### src/rtl/bit_serializer_pkg.sv
// Shared definitions for the counter / bit-reversal / serializer chain.
package bit_serializer_pkg;

    localparam int unsigned DEFAULT_WIDTH     = 8;
    localparam int unsigned DEFAULT_CNT_WIDTH = 8;

    typedef enum logic [1:0] {
        IDLE  = 2'd0,
        SHIFT = 2'd1,
        DONE  = 2'd2
    } state_t;

endpackage

### src/rtl/bit_serializer_frame_counter.sv
// Wrapping count of completed frames with a one-cycle pulse on wrap.
module frame_counter
    import bit_serializer_pkg::*;
#(
    parameter int unsigned CNT_WIDTH = DEFAULT_CNT_WIDTH
) (
    input  logic                 clk,
    input  logic                 rst,
    input  logic                 inc,
    output logic [CNT_WIDTH-1:0] count,
    output logic                 ov
);

    // Count enabled increments; flag the all-ones to zero transition for one cycle.
    always_ff @(posedge clk or posedge rst) begin
        if (rst) begin
            count <= '0;
            ov    <= 1'b0;
        end else begin
            ov <= inc && (count == '1);
            if (inc) begin
                count <= count + CNT_WIDTH'(1);
            end
        end
    end

endmodule

### src/rtl/bit_serializer.sv
// Parallel-to-serial converter with load/ready handshake, frame strobe,
// end-of-frame pulse and a wrapping frames-sent counter.
module bit_serializer
    import bit_serializer_pkg::*;
#(
    parameter int unsigned WIDTH     = DEFAULT_WIDTH,
    parameter bit          MSB_FIRST = 1'b1,
    parameter int unsigned CNT_WIDTH = DEFAULT_CNT_WIDTH
) (
    input  logic                 clk,
    input  logic                 Reset,
    input  logic [WIDTH-1:0]     data_in,
    input  logic                 load,
    output logic                 ready,
    output logic                 serial_out,
    output logic                 frame,
    output logic                 done,
    output logic [CNT_WIDTH-1:0] word_cnt,
    output logic                 OV
);

    localparam int unsigned BC_W    = $clog2(WIDTH);
    localparam int unsigned OUT_BIT = MSB_FIRST ? WIDTH - 1 : 0;
    localparam logic [BC_W-1:0] LAST_BIT = BC_W'(WIDTH - 1);

    state_t            state, state_nx;
    logic [WIDTH-1:0]  sreg, sreg_nx;
    logic [BC_W-1:0]   bit_cnt, bit_cnt_nx;
    logic              frame_end;

    // State, shift register and bit counter; reset aborts any frame in flight.
    always_ff @(posedge clk or posedge Reset) begin
        if (Reset) begin
            state   <= IDLE;
            sreg    <= '0;
            bit_cnt <= '0;
        end else begin
            state   <= state_nx;
            sreg    <= sreg_nx;
            bit_cnt <= bit_cnt_nx;
        end
    end

    // Next-state logic: accept in IDLE/DONE, shift in SHIFT, one DONE cycle per frame.
    always_comb begin
        state_nx   = state;
        sreg_nx    = sreg;
        bit_cnt_nx = bit_cnt;
        frame_end  = 1'b0;
        case (state)
            IDLE, DONE: begin
                if (load) begin
                    sreg_nx    = data_in;
                    bit_cnt_nx = '0;
                    state_nx   = SHIFT;
                end else begin
                    state_nx   = IDLE;
                end
            end
            SHIFT: begin
                sreg_nx    = MSB_FIRST ? {sreg[WIDTH-2:0], 1'b0}
                                       : {1'b0, sreg[WIDTH-1:1]};
                bit_cnt_nx = bit_cnt + BC_W'(1);
                if (bit_cnt == LAST_BIT) begin
                    state_nx  = DONE;
                    frame_end = 1'b1;
                end
            end
            default: begin
                state_nx = IDLE;
            end
        endcase
    end

    // Outputs decode registered state only; the shift register is zero-filled,
    // so serial_out returns to 0 once a frame has fully drained.
    assign ready      = (state != SHIFT);
    assign frame      = (state == SHIFT);
    assign done       = (state == DONE);
    assign serial_out = sreg[OUT_BIT];

    // The counter advances on the edge entering DONE, so word_cnt and OV are
    // already updated during the done cycle.
    frame_counter #(
        .CNT_WIDTH(CNT_WIDTH)
    ) u_frame_counter (
        .clk  (clk),
        .rst  (Reset),
        .inc  (frame_end),
        .count(word_cnt),
        .ov   (OV)
    );

endmodule
### config.mk
export PLATFORM = sky130hd
export DESIGN_NAME = bit_serializer
export DESIGN_NICKNAME = d
export VERILOG_FILES = /design/src/rtl/bit_serializer_pkg.sv /design/src/rtl/bit_serializer_frame_counter.sv /design/src/rtl/bit_serializer.sv
export SDC_FILE = /design/constraint.sdc
export NUM_CORES = 1
export LEC_CHECK = 0
export ABC_CLOCK_PERIOD_IN_PS = 1300
export BUFFER_PORTS_ARGS = -buffer_cell sky130_fd_sc_hd__buf_2
export CAP_MARGIN = 20
export CORE_ASPECT_RATIO = 0.75
export CORE_MARGIN = 3
export CORE_UTILIZATION = 47
export DETAILED_ROUTE_END_ITERATION = 10
export GPL_ROUTABILITY_DRIVEN = 0
export PLACE_DENSITY = 0.74
export SLEW_MARGIN = 10
export SYNTH_ARGS = -nofsm -noshare
export SYNTH_HDL_FRONTEND = slang
export SYNTH_SLANG_ARGS = --single-unit
### constraint.sdc
create_clock -name clk -period 1.3 [get_ports clk]
set_input_delay 0 -clock clk [delete_from_list [all_inputs] [get_ports clk]]
set_output_delay 0 -clock clk [all_outputs]
set_load 0.03 [all_outputs]
==> flow_results.org, run 1 <==
** Min path
- For hold timing, the worst endpoint is sreg[0].
- The worst hold path begins at data_in[0].
- In this run the worst hold path is classified as input port to flip-flop.
- Along the worst hold path, the cell count comes to 3.

** Critical path
- Flop-to-flop setup slack :: -40 ps
- STA classifies the critical path endpoint as a flip-flop.
- Data arrives at the worst endpoint at 1570 ps.
- Biggest fanout along the worst timing path :: 4
- STA classifies the critical path startpoint as a flip-flop.
- The worst setup path is of the flip-flop to flip-flop kind.
- Reg2Reg Capture Point :: u_frame_counter.count[6]
- Crit path required time :: 1520 ps
- In this run the critical register-to-register path is launched from bit_cnt[1].
- Cell count of the worst reg-to-reg path :: 5

** Synth
- Most used flip-flop cell after synthesis :: dfrtp_1
- Synthesis produced a netlist with a net count of 110.
- Ranked by total cell area, the synthesized netlist is headed by dfrtp_1 52%, xnor2_1 4.9%, mux2i_1 3.7%.
- Ranking of synthesized cells by instance count :: 22 x dfrtp_1, 6 x a21oi_1, 6 x inv_1, 6 x xnor2_1
- The Yosys step of the flow raised 0 warnings.
- The number of different library cells used by synthesis comes to 33.
- Average cell area after synthesis :: 11.1 µm²
- Synthesized instance count :: 96
- Share of flip-flops with an asynchronous set or reset :: 1.00
- Among all cell types in the netlist, the one instantiated most often is dfrtp_1.
- Synth Register Bits :: 22
- Of the post-synthesis cell area, the dominant cell type holds 0.515.
- Of the synthesized area, sequential elements account for 0.515.
- Number of synthesized flops with an enable pin :: 0
- After synthesis the cells add up to 1070 µm².
- Cell taking the most area after synthesis :: dfrtp_1

** Die
- Number of rows in the core area :: 14
- Area of the die :: 2890 µm²
- For this configuration, the core starts out at a cell density of 0.513.
- Die Width :: ~60 µm
- I/O pin cnt :: 24
- The total area inside the core boundary comes to around 2100 µm².
- Measured along the y axis, the die boundary spans 47.3 µm.

** Global routing
- Global-route congestion overflow total :: 0
- Initial antenna violation count :: 0
- Number of global-route vias before repair :: between 700 and 800
- Entering global routing, the biggest net connects 23 pins.
- The first global-routing pass estimated 3.45 mm of wire.
- In the global route stage, overall resource usage came out at 0.167.

** Power and ir drop
- IR analysis of the VDD net gives a maximum drop of 1.30 mV.
- Summed over all cells, the static leakage comes to 0.692 nW.
- Pwr dens :: slightly above 2000 nW/µm²
- Total power after layout :: between 2 and 3 mW

** Cells and area
- Net total in the final layout :: 151
- Fill cell count :: 160
- Relative to the synthesized area, the layout overhead comes to 33.6%.
- Area occupied by multi-input gates :: 493 µm²
- Seq. cell area :: between 500 and 600 µm²
- After routing the design area is 1430 µm².
- Inserted Diodes :: 0
- After the flow finishes, the layout carries non-filler instances totaling 159.
- In the final layout, the share of cells above drive strength 1 is 0.378.

** Drt
- The final layout contains routed wiring with a total length of 2.14 mm.
- The pre-antenna-repair detailed-routing pass consisted of 4 iterations.
- In this run, the number of DRC markers left after iteration 0 of detailed routing was 9.
- Average wire per cell in the routed design :: 13.5 µm
- Remaining routing DRC violations :: 0
- In the routed layout, each cell is associated on average with a via count of 5.15.
- Via count :: slightly above 800
- The count of nets left with antenna violations once routing finished came out at 0.

** Job
- Maximum capacitance violations :: 0

** CTS
- Clock buffers created by TritonCTS :: 3
- The root buffer cell chosen for the clock tree is clkbuf_4.
- Deepest clock path buffer count :: 2
- CTS Sinks :: 22
- The later pin in the worst-skew pair is clocked with a latency of ~300 ps.
- Clock edge transition at the registers on the reported setup and hold paths :: 120 ps
- TritonCTS built the clock tree.
- CTS built an H-tree with a depth of 1.

** Placed design
- The placed instances occupy a cell area of 1270 µm².
- Buffers on Ports :: 23
- Placed cell count :: 146
- Post-detailed-placement half-perimeter wirelength :: between 1.5 and 2 mm
- Post-placement setup slack :: -31.3 ps

** Timing
- The routed design could run at a clock period as short as 1340 ps.
- In the post-route analysis, the smallest setup slack over all paths is -40.4 ps.
- Measured against its own limit, the worst slew margin works out to 0.810.
- Pins over their slew limit :: 0
- Clock skew on the completed layout was measured at 5.04 ps.
- For this run, the top clock speed supported by timing is between 0.7 and 0.8 GHz.
- Setup repair after global routing could not meet its margin everywhere.
- Fin crit share :: 1.03
- Setup violations remaining at the end of the flow were counted as 3.
- The count of final hold-check violations came to 0.
- At the pin with the least slew margin, the transition time is roughly 280 ps.

** Outcome
- The final reports fail on setup timing.
- The flow ran to the end, but the final reports show violations.
[per-layer routing]
metal	vias to the layer above	wire length, µm	track usage
li1	410	-	-
met1	391	1030	0.241
met2	16	1020	0.253
met3	2	75	0.0412
met4	0	10	0.0390
met5	-	0	0
[repair_timing]
item	CTS	global route
hold buffers	7	0
pin swaps	4	3
endpoints found under the hold margin	28	0
buffers inserted	2	1
resized for setup	3	8
setup endpoints to repair	6	8
[worst max-delay path by stage]
stage / from / endpoint / slack, ps / cells after the start
3_5_place_dp: bit_cnt[1] / u_frame_counter.count[6] / -30 / 5
6_report: bit_cnt[1] / u_frame_counter.count[6] / -40 / 5
2_1_floorplan: state[1] / sreg[2] / -20 / 5
5_1_grt: bit_cnt[1] / u_frame_counter.count[6] / -110 / 5
3_3_place_gp: bit_cnt[0] / u_frame_counter.count[7] / 20 / 5
4_1_cts: bit_cnt[1] / u_frame_counter.count[6] / -50 / 5
[flip-flops by register name, summed over array words and instances, names as in the netlist]
| signal | cells |
|---|---|
| bit_cnt | 3 |
| state | 2 |
| sreg | 8 |
| u_frame_counter.count | 8 |
| u_frame_counter.ov | 1 |
[stage by stage]
step | utilization | hold WS [ps] | TNS [ps]
floorplan | - | -10.8 | -28.5
global placement | 0.611 | 41.4 | 0
detailed placement | 0.611 | 49.6 | -94.0
CTS | 0.666 | 23.5 | -80.6
global route | 0.685 | 28.2 | -509
finish | 0.685 | 31.7 | -69.2
[report_power, final]
group | switching [mW] | total [mW] | internal, mW
Clock | 0.197 | 0.305 | 0.108
Combinational | 0.763 | 1.51 | 0.750
Sequential | 0.209 | 1.13 | 0.924
Total | 1.17 | 2.95 | 1.78
[layout by cell type, fill, tap and decap left out, drive strengths merged]
cell,synthesis,layout
buf,4,34
and3b,1,1
dfrtp,22,22
mux2,2,2
o22ai,3,3
clkbuf,1,3
and2,1,1
nand4,1,1
and4b,1,1
xor2,2,2
nor3,3,3
a21oi,6,6
inv,7,7
xnor2,6,6
nand3,4,4
nand2,5,5
a211oi,3,3
nor2b,4,4
nor2,2,2
and3,1,1
a221o,1,1
ha,3,3
o21ai,3,3
mux2i,4,4
nand2b,3,3
nand4b,1,1
a22o,2,2
dlygate4sd3,0,7
[final cells by class]
class | instances | share of cell area
inverters | 7 | 0.0272
multi-input cells | 62 | 0.345
repair buffers | 41 | 0.204
clock buffers | 3 | 0.0158
flip-flops and latches | 22 | 0.387
well taps | 24 | 0.0210
[critical path, cell delays in order, from the launching register on]
cell and delay (ps):
dfrtp_1 380, ha_2 200, ha_4 150, and4b_2 270, nand3_2 80, xnor2_1 180
[cells by family (layout without fill, tap and decap cells)]
kind of cell / after synthesis / in the layout / synth area share
and+or+nand+nor: 27 / 27 / 0.153
AOI/OAI and AO/OA: 18 / 18 / 0.107
muxes: 6 / 6 / 0.0621
DFF: 22 / 22 / 0.515
buffers and inverters: 12 / 51 / 0.0620
adders and majority gates: 3 / 3 / 0.0351
xor gates and xnor gates: 8 / 8 / 0.0656
No activity file was read; power rests on OpenSTA's default activity.
==> run 2, diff against run 1 <==
--- a/config.mk
+++ b/config.mk
@@ -10,10 +10,10 @@
 export CAP_MARGIN = 20
 export CORE_ASPECT_RATIO = 0.75
 export CORE_MARGIN = 3
-export CORE_UTILIZATION = 47
+export CORE_UTILIZATION = 39
 export DETAILED_ROUTE_END_ITERATION = 10
 export GPL_ROUTABILITY_DRIVEN = 0
-export PLACE_DENSITY = 0.74
+export REMOVE_ABC_BUFFERS = 1
 export SLEW_MARGIN = 10
 export SYNTH_ARGS = -nofsm -noshare
 export SYNTH_HDL_FRONTEND = slang
==> run 2 against run 1 <==
Net effect:
- the flow still finishes with violations (setup timing)
- sequential cell count stayed put
- core utilization is 9.4 points lower
- power is 4.3% lower
- non-clock buffer count is 3 higher
- combinational power is 7% lower
- critical path depth is 1 higher
- worst setup slack worse by 1.3 ps
- final cell count is 8.2% higher
- register-to-register slack hardly changed
- sequential share of layout area is 0.28 points lower
- worst hold slack better by 14 ps
- largest power group unchanged
==> flow_results.org, run 2 (synthesis results as in run 1) <==
** Outcome
- The flow ran to the end, but the final reports show violations.
- The final reports fail on setup timing.

** Timing
- The slew of the pin with the lowest slew margin is 281 ps (-3.59 ps).
- The count of final hold-check violations came to 0 (unchanged).
- Highest clock frequency the design can meet :: 0.745 GHz (-0.10%)
- Setup repair after global routing could not meet its margin everywhere.
- The final worst clock skew is 11.8 ps (+6.72 ps).
- Pins over their slew limit :: 0 (unchanged)
- The minimum clock period is 1340 ps (+1.34 ps).
- Setup slack after layout :: -41.7 ps (-1.34 ps)
- The max-slew headroom at the worst pin is 0.813 (+0.00240).
- The setup-violating endpoint count in the final report is 3 (unchanged).
- The final worst-path cycle share is 1.03 (+0.00103).

** Die
- Number of rows in the core area :: 15 (+1)
- The core box area came to 2440 µm² (+17%).
- Chip Height :: 51.3 µm (+8.5%)
- The top-level port count came to 24 (unchanged).
- Area of the die :: 3410 µm² (+18%)
- The effective utilization at floorplan is 0.438 (-0.0747).
- The overall die width was 66.4 µm (+8.8%).

** Cells and area
- The count of antenna diodes in the layout is 0 (unchanged).
- The largest registers in the layout are sreg x8, u_frame_counter.count x8, bit_cnt x3.
- The sequential cell area was 553 µm² (+0.23%).
- Leaving out fill and tap cells, the most frequent cell in the layout is buf_2.
- Area overhead of the layout relative to synthesis :: 34.9%
- Fill cell count :: 222 (+39%)
- Commonest non-fill, non-tap cells in the layout :: 22 x buf_2, 20 x dfrtp_1, 14 x buf_4
- Net total in the final layout :: 154 (+2.0%)
- The share of cells above drive strength 1 was 0.384 (+0.00628).
- The total non-filler cell area in the finished layout was 1440 µm² (+0.96%).
- The area occupied by multi-input gates was 497 µm² (+0.76%).
- Finished Layout Cells :: 172 (+8.2%)

** Critical path
- Most repeated library cell on the critical path :: ha_4
- The cell family contributing the most delay on the critical path is flip-flops.
- Arrival time of the worst setup path :: 1580 ps (about the same)
- Crit path required time :: 1540 ps (+20 ps)
- Crit path max-delay cell type :: dfrtp_1
- Biggest fanout along the worst timing path :: 5 (+1)
- The worst register-to-register path begins at bit_cnt[1].
- CP endpoint kind :: flip-flop
- The number of buffer and inverter stages on the critical path was 1 (+1).
- The setup slack of the most critical reg-to-reg path was -40 ps (about the same).
- Series of cell instances along the critical path :: ha_4, ha_4, nand4b_1, buf_4, nor2_1, xor2_1
- Cell count of the worst reg-to-reg path :: 6 (+1)
- The worst setup path is launched from a flip-flop.
- The worst stage delay on the critical path was 410 ps (+30 ps).
- The worst setup path is of the flip-flop to flip-flop kind.
- The worst register-to-register path ends at u_frame_counter.count[3].

** Drt
- Number of routed nets with antenna violations :: 0 (unchanged)
- Remaining routing DRC violations :: 0 (unchanged)
- The average wire per cell in the routed design came to 12.3 µm (-8.9%).
- The routed via count is 821 (+0.24%).
- The number of optimization iterations in the first detailed-route pass came to 4 (unchanged).
- Drt total wl :: 2.11 mm (-1.5%)
- The number of vias per cell came to 4.77 (-7.3%).
- The number of DRC markers in iteration 0 came to 23 (+14).

** CTS
- Deepest clock path buffer count :: 2 (unchanged)
- Clock buffers created by TritonCTS :: 3 (unchanged)
- TritonCTS clock tree :: built
- The later-pin clock latency in the skew report is 300 ps (about the same).
- The root buffer cell chosen for the clock tree is clkbuf_4.
- The depth of the CTS H-tree was 1 (unchanged).
- CTS Sinks :: 22 (unchanged)
- Clock edge transition at the registers on the reported setup and hold paths :: 120 ps (about the same)

** Min path
- The worst hold path terminates at bit_cnt[0].
- The tightest min-delay check is of the input port to flip-flop type.
- The worst hold path depth is 2 (-1).
- The worst hold path begins at load.

** Global routing
- The total grt overflow came to 0 (unchanged).
- The wire length of the first global-routing pass came to 3.64 mm (+5.6%).
- Number of global-route vias before repair :: 806 (+6.8%)
- Largest net degree at the start of global routing :: 23 (unchanged)
- Initial antenna violation count :: 0 (unchanged)
- Global router's overall resource usage :: 0.141 (-0.0256)

** Power and ir drop
- Proportion of total power due to net switching :: 0.394 (-0.00226)
- The leakage power total came to 0.688 nW (-0.62%).
- Sequential share of power :: 0.400 (+0.016)
- Peak VDD IR :: 1.37 mV (+5.9%)
- Gate power share :: 0.494 (-0.019)
- The cell-internal power is 1.71 mW (-3.9%).
- Share of total power in the clock network :: 0.106 (+0.003)
- The ratio of total power to cell area came to 1960 nW/µm² (-5.2%).
- The net switching power of the design came to 1.11 mW (-4.8%).

** Placed design
- Buffers on Ports :: 23 (unchanged)
- Placed cell area :: 1260 µm² (-1.2%)
- The count of placed standard cells including taps is 157 (+7.5%).
- Post-detailed-placement half-perimeter wirelength :: 1.46 mm (-5.7%)

** Job
- Maximum capacitance violations :: 0 (unchanged)
-- run 2: changes by cell type in the layout (fill, tap and decap cells not counted), sizes merged --
cell / change
buf: +2
dlygate4sd3: +1
-- run 2: how the worst max path moves through the flow --
stage          startpoint                       end  slack (ps)  depth (start not counted)
6_report       bit_cnt[1]  u_frame_counter.count[3]         -40                          6
5_1_grt        bit_cnt[0]  u_frame_counter.count[3]        -100                          6
4_1_cts        bit_cnt[1]  u_frame_counter.count[4]          -7                          5
3_5_place_dp   bit_cnt[0]  u_frame_counter.count[5]        -110                          5
3_3_place_gp   bit_cnt[0]  u_frame_counter.count[5]         -40                          5
2_1_floorplan    state[0]  u_frame_counter.count[1]        -110                          4
-- run 2: final cells by class --
class	count	area share
Timing Repair Buffer	44	0.205
Tap cell	34	0.0295
Sequential cell	22	0.384
Clock buffer	3	0.0156
Multi-Input combinational cell	62	0.345
Inverter	7	0.0217
-- run 2: worst reg2reg max path, cell delays in order, from the launching register on --
cell	delay, ps
dfrtp_1	410
ha_4	160
ha_4	150
nand4b_1	130
buf_4	170
nor2_1	120
xor2_1	150
-- run 2: metrics by stage --
stage / hold WS, ps / setup slack, ps / setup TNS, ps / util / power (mW)
finish: 46.2 / -41.7 / -81.4 / 0.591 / 2.83
global route: 57.3 / -103 / -423 / 0.591 / 3.06
CTS: 36.3 / -6.60 / -6.60 / 0.572 / 2.78
detailed placement: 55.9 / -111 / -413 / 0.516 / 2.40
global placement: 48.5 / -40.6 / -145 / 0.516 / 2.40
floorplan: -10.8 / -111 / -208 / - / 1.99
-- run 2: metal layers --
layer | vias to the layer above | share of wire | GRT usage
met5 | - | 0 | 0
met4 | 0 | 0.010 | 0.0101
met3 | 4 | 0.046 | 0.0527
met2 | 15 | 0.46 | 0.224
met1 | 381 | 0.49 | 0.191
li1 | 421 | - | -
-- run 2: power groups by stage --
stage / logic, mW / registers (mW) / clock network (mW)
after floorplan: 0.726 / 1.26 / 0
after global placement: 1.27 / 1.13 / 0
after detailed placement: 1.27 / 1.13 / 0
after CTS: 1.33 / 1.13 / 0.317
after global routing: 1.56 / 1.17 / 0.337
final: 1.40 / 1.13 / 0.299
-- run 2: repair_timing --
item,4_1_cts,5_1_grt
endpoints found under the hold margin,29,0
hold buffers,8,0
setup buffers,1,3
pin swaps,3,3
gates resized for setup,6,6
endpoints found under the setup margin,8,9
==> run 3, diff against run 2 <==
--- a/config.mk
+++ b/config.mk
@@ -8,11 +8,14 @@
 export ABC_CLOCK_PERIOD_IN_PS = 1300
 export BUFFER_PORTS_ARGS = -buffer_cell sky130_fd_sc_hd__buf_2
 export CAP_MARGIN = 20
+export CELL_PAD_IN_SITES_DETAIL_PLACEMENT = 0
+export CELL_PAD_IN_SITES_GLOBAL_PLACEMENT = 1
 export CORE_ASPECT_RATIO = 0.75
-export CORE_MARGIN = 3
-export CORE_UTILIZATION = 39
+export CORE_MARGIN = 10
+export CORE_UTILIZATION = 36
 export DETAILED_ROUTE_END_ITERATION = 10
 export GPL_ROUTABILITY_DRIVEN = 0
+export PLACE_DENSITY_LB_ADDON = 0.1
 export REMOVE_ABC_BUFFERS = 1
 export SLEW_MARGIN = 10
 export SYNTH_ARGS = -nofsm -noshare
==> run 3 against run 2 <==
Net effect:
- the run still ends with setup timing left
- core utilization down 8.9 points
- worst setup slack worse by 29 ps
- clock-buffer cell count up 1
- first-iteration DRC count up 70%
- global-route usage down 5.3 points
- via count up 0.73%
==> flow_results.org, run 3 (synthesis results as in run 1) <==
** Drt
- Pre-Repair DR Iteration Count :: 4 (unchanged)
- The routed length on met1 came to 1.09 mm (+5.6%).
- The number of DRC violations after detailed routing is 0 (unchanged).
- Average wire per cell in the routed design :: 13.7 µm (+12%)
- Starting DRT DRC Count :: 39 (+70%)
- The routed length on met2 came to 1.17 mm (+22%).
- The total met3 wirelength after detailed routing is 93 µm (-3.1%).
- Number of routed nets with antenna violations :: 0 (unchanged)
- The final wirelength was 2.37 mm (+13%).
- Signal routing reaches up to met4.
- The routed via count was 827 (+0.73%).
- The number of vias per cell was 4.78 (+0.15%).

** Global routing
- The via count of the first global-routing pass was 841 (+4.3%).
- Initial antenna violation count :: 0 (unchanged)
- The wire length of the first global-routing pass is 4.00 mm (+9.7%).
- Global-route congestion overflow total :: 0 (unchanged)
- The largest net degree at the start of global routing was 23 (unchanged).
- The total global-route track usage was 0.0876 (-0.0535).

** Timing
- The slew of the pin with the lowest slew margin is 286 ps (+5.13 ps).
- The count of final hold-check violations is 0 (unchanged).
- Highest clock frequency the design can meet :: 0.730 GHz (-2.1%)
- Min Tclk post-route :: 1370 ps (+28.5 ps)
- Fin crit share :: 1.05 (+0.0219)
- Setup repair after global routing could not meet its margin everywhere.
- Worst Skew :: 1.30 ps (-10.5 ps)
- The setup slack of the critical path after layout is -70.3 ps (-28.5 ps).
- Hold Slack :: 17.5 ps (-28.7 ps)
- The count of pins over their slew limit came to 0 (unchanged).
- The setup-violating endpoint count in the final report is 5 (+2).
- The max-slew headroom at the worst pin is 0.809 (-0.00342).

** Power and ir drop
- Leakage dissipation :: 0.706 nW (+2.5%)
- Peak VDD IR :: 1.11 mV (-19%)
- The ratio of total power to cell area came to 2160 nW/µm² (+10%).

** Cells and area
- Area overhead of the layout relative to synthesis :: 35.7%
- Most common cell after layout, fill and taps aside :: buf_2
- Leaving out fill and tap cells, the most frequent cells in the layout are 23 x buf_2, 20 x dfrtp_1, 13 x buf_4.
- Largest registers :: sreg x8, u_frame_counter.count x8, bit_cnt x3
- Net total in the final layout :: 150 (-2.6%)
- Inserted Diodes :: 0 (unchanged)
- Finished Layout Cells :: 173 (+0.58%)
- Layout cell share with drive strength beyond 1 :: 0.422 (+0.0382)

** CTS
- The later-pin clock latency in the skew report is 260 ps (-40 ps).
- The maximum root-to-sink buffer count is 2 (unchanged).
- The CTS buffer count came to 3 (unchanged).
- The clock transition at the register clock pins on the worst setup and hold paths after CTS was 80 ps (-40 ps).
- Cell chosen for the clock root :: clkbuf_8
- CTS Sinks :: 22 (unchanged)
- The depth of the CTS H-tree came to 1 (unchanged).
- TritonCTS built the clock tree.

** Outcome
- Outcome :: complete, but fails checks
- Violated checks :: setup timing

** Min path
- The tightest min-delay check is of the input port to flip-flop type.

** Placed design
- The minimum setup slack after placement was -84.7 ps (+26.6 ps).
- Buffers on Ports :: 23 (unchanged)
- The placed wire-length estimate is 1.68 mm (+15%).
- Placed cell count :: 161 (+2.5%)

** Die
- Area of the core :: 2890 µm² (+19%)
- Number of rows in the core area :: 17 (+2)
- The top-level port count came to 24 (unchanged).
- The vertical die dimension came to 67.2 µm (+31%).
- Die Width :: 82.9 µm (+25%)
- Area of the die :: 5570 µm² (+63%)
- The effective utilization at floorplan was 0.369 (-0.0686).

** Critical path
- CP endpoint kind :: flip-flop
- Arrival time of the worst setup path :: 1560 ps (-20 ps)
- The worst setup path is launched from a flip-flop.
- The required arrival time at the worst endpoint is 1490 ps (-50 ps).
- The setup path with the least slack is of type flip-flop to flip-flop.
- Biggest fanout along the worst timing path :: 5 (unchanged)

** Job
- The count of max-cap constraint violations was 0 (unchanged).
run 3: cell types whose count changed in the layout (fill, tap and decap cells not counted), sizes merged:
cell / previous run / this run
clkbuf: 3 / 4
buf: 36 / 38
dlygate4sd3: 8 / 2
run 3: critical path, cell delays in order, from the launching register on:
cell,delay [ps]
dfrtp_1,400
ha_4,160
ha_4,150
nand4b_1,160
buf_4,190
nor3_4,110
xnor2_1,130
run 3: final timing paths:
path                                           from                       end  slack (ps)  depth (start not counted)
setup / recovery                         bit_cnt[1]  u_frame_counter.count[7]         -70                          6
min in group asynchronous                     Reset                   sreg[2]         310                          4
max in group asynchronous                     Reset                  state[1]         750                          4
setup reg to reg                         bit_cnt[1]  u_frame_counter.count[7]         -70                          6
hold reg to reg            u_frame_counter.count[6]  u_frame_counter.count[6]         500                          1
hold / removal                           data_in[4]                   sreg[4]          20                          3
run 3: area by class of cell:
| cell class | count | area, µm² |
|---|---|---|
| clock buffer | 4 | 55.1 |
| fill | 292 | 1440 |
| inverter | 7 | 31.3 |
| multi-input combinational | 62 | 508 |
| sequential | 22 | 553 |
| tap | 38 | 47.5 |
| timing repair buffer | 40 | 255 |
run 3: timing repair:
action                     in CTS  in global routing
hold buffers                    2                  0
hold endpoints to repair       23                  0
setup endpoints to repair       7                  9
buffers inserted                2                  4
gates resized for setup         5                 10
pin swaps                       5                  5
run 3: report_power, final:
group          switching (mW)  leakage, nW  internal, mW
Sequential              0.219        0.276         0.927
Combinational           0.751        0.401         0.746
Clock                   0.216       0.0288         0.270
Total                    1.19        0.706          1.94
run 3: stage by stage:
stage | total power [mW] | utilization | TNS, ps | instance area [µm²]
detailed placement | 2.42 | 0.437 | -296 | 1260
global placement | 2.39 | 0.437 | -154 | 1260
global route | 3.38 | 0.501 | -588 | 1450
floorplan | 1.99 | - | -208 | 1030
CTS | 3.01 | 0.477 | -2.89 | 1380
finish | 3.13 | 0.501 | -136 | 1450
run 3: per-layer routing:
layer / vias to the layer above / global-route usage
met3: 4 / 0.0361
met4: 0 / 0.0254
met2: 11 / 0.155
met5: - / 0
li1: 406 / -
met1: 406 / 0.0967
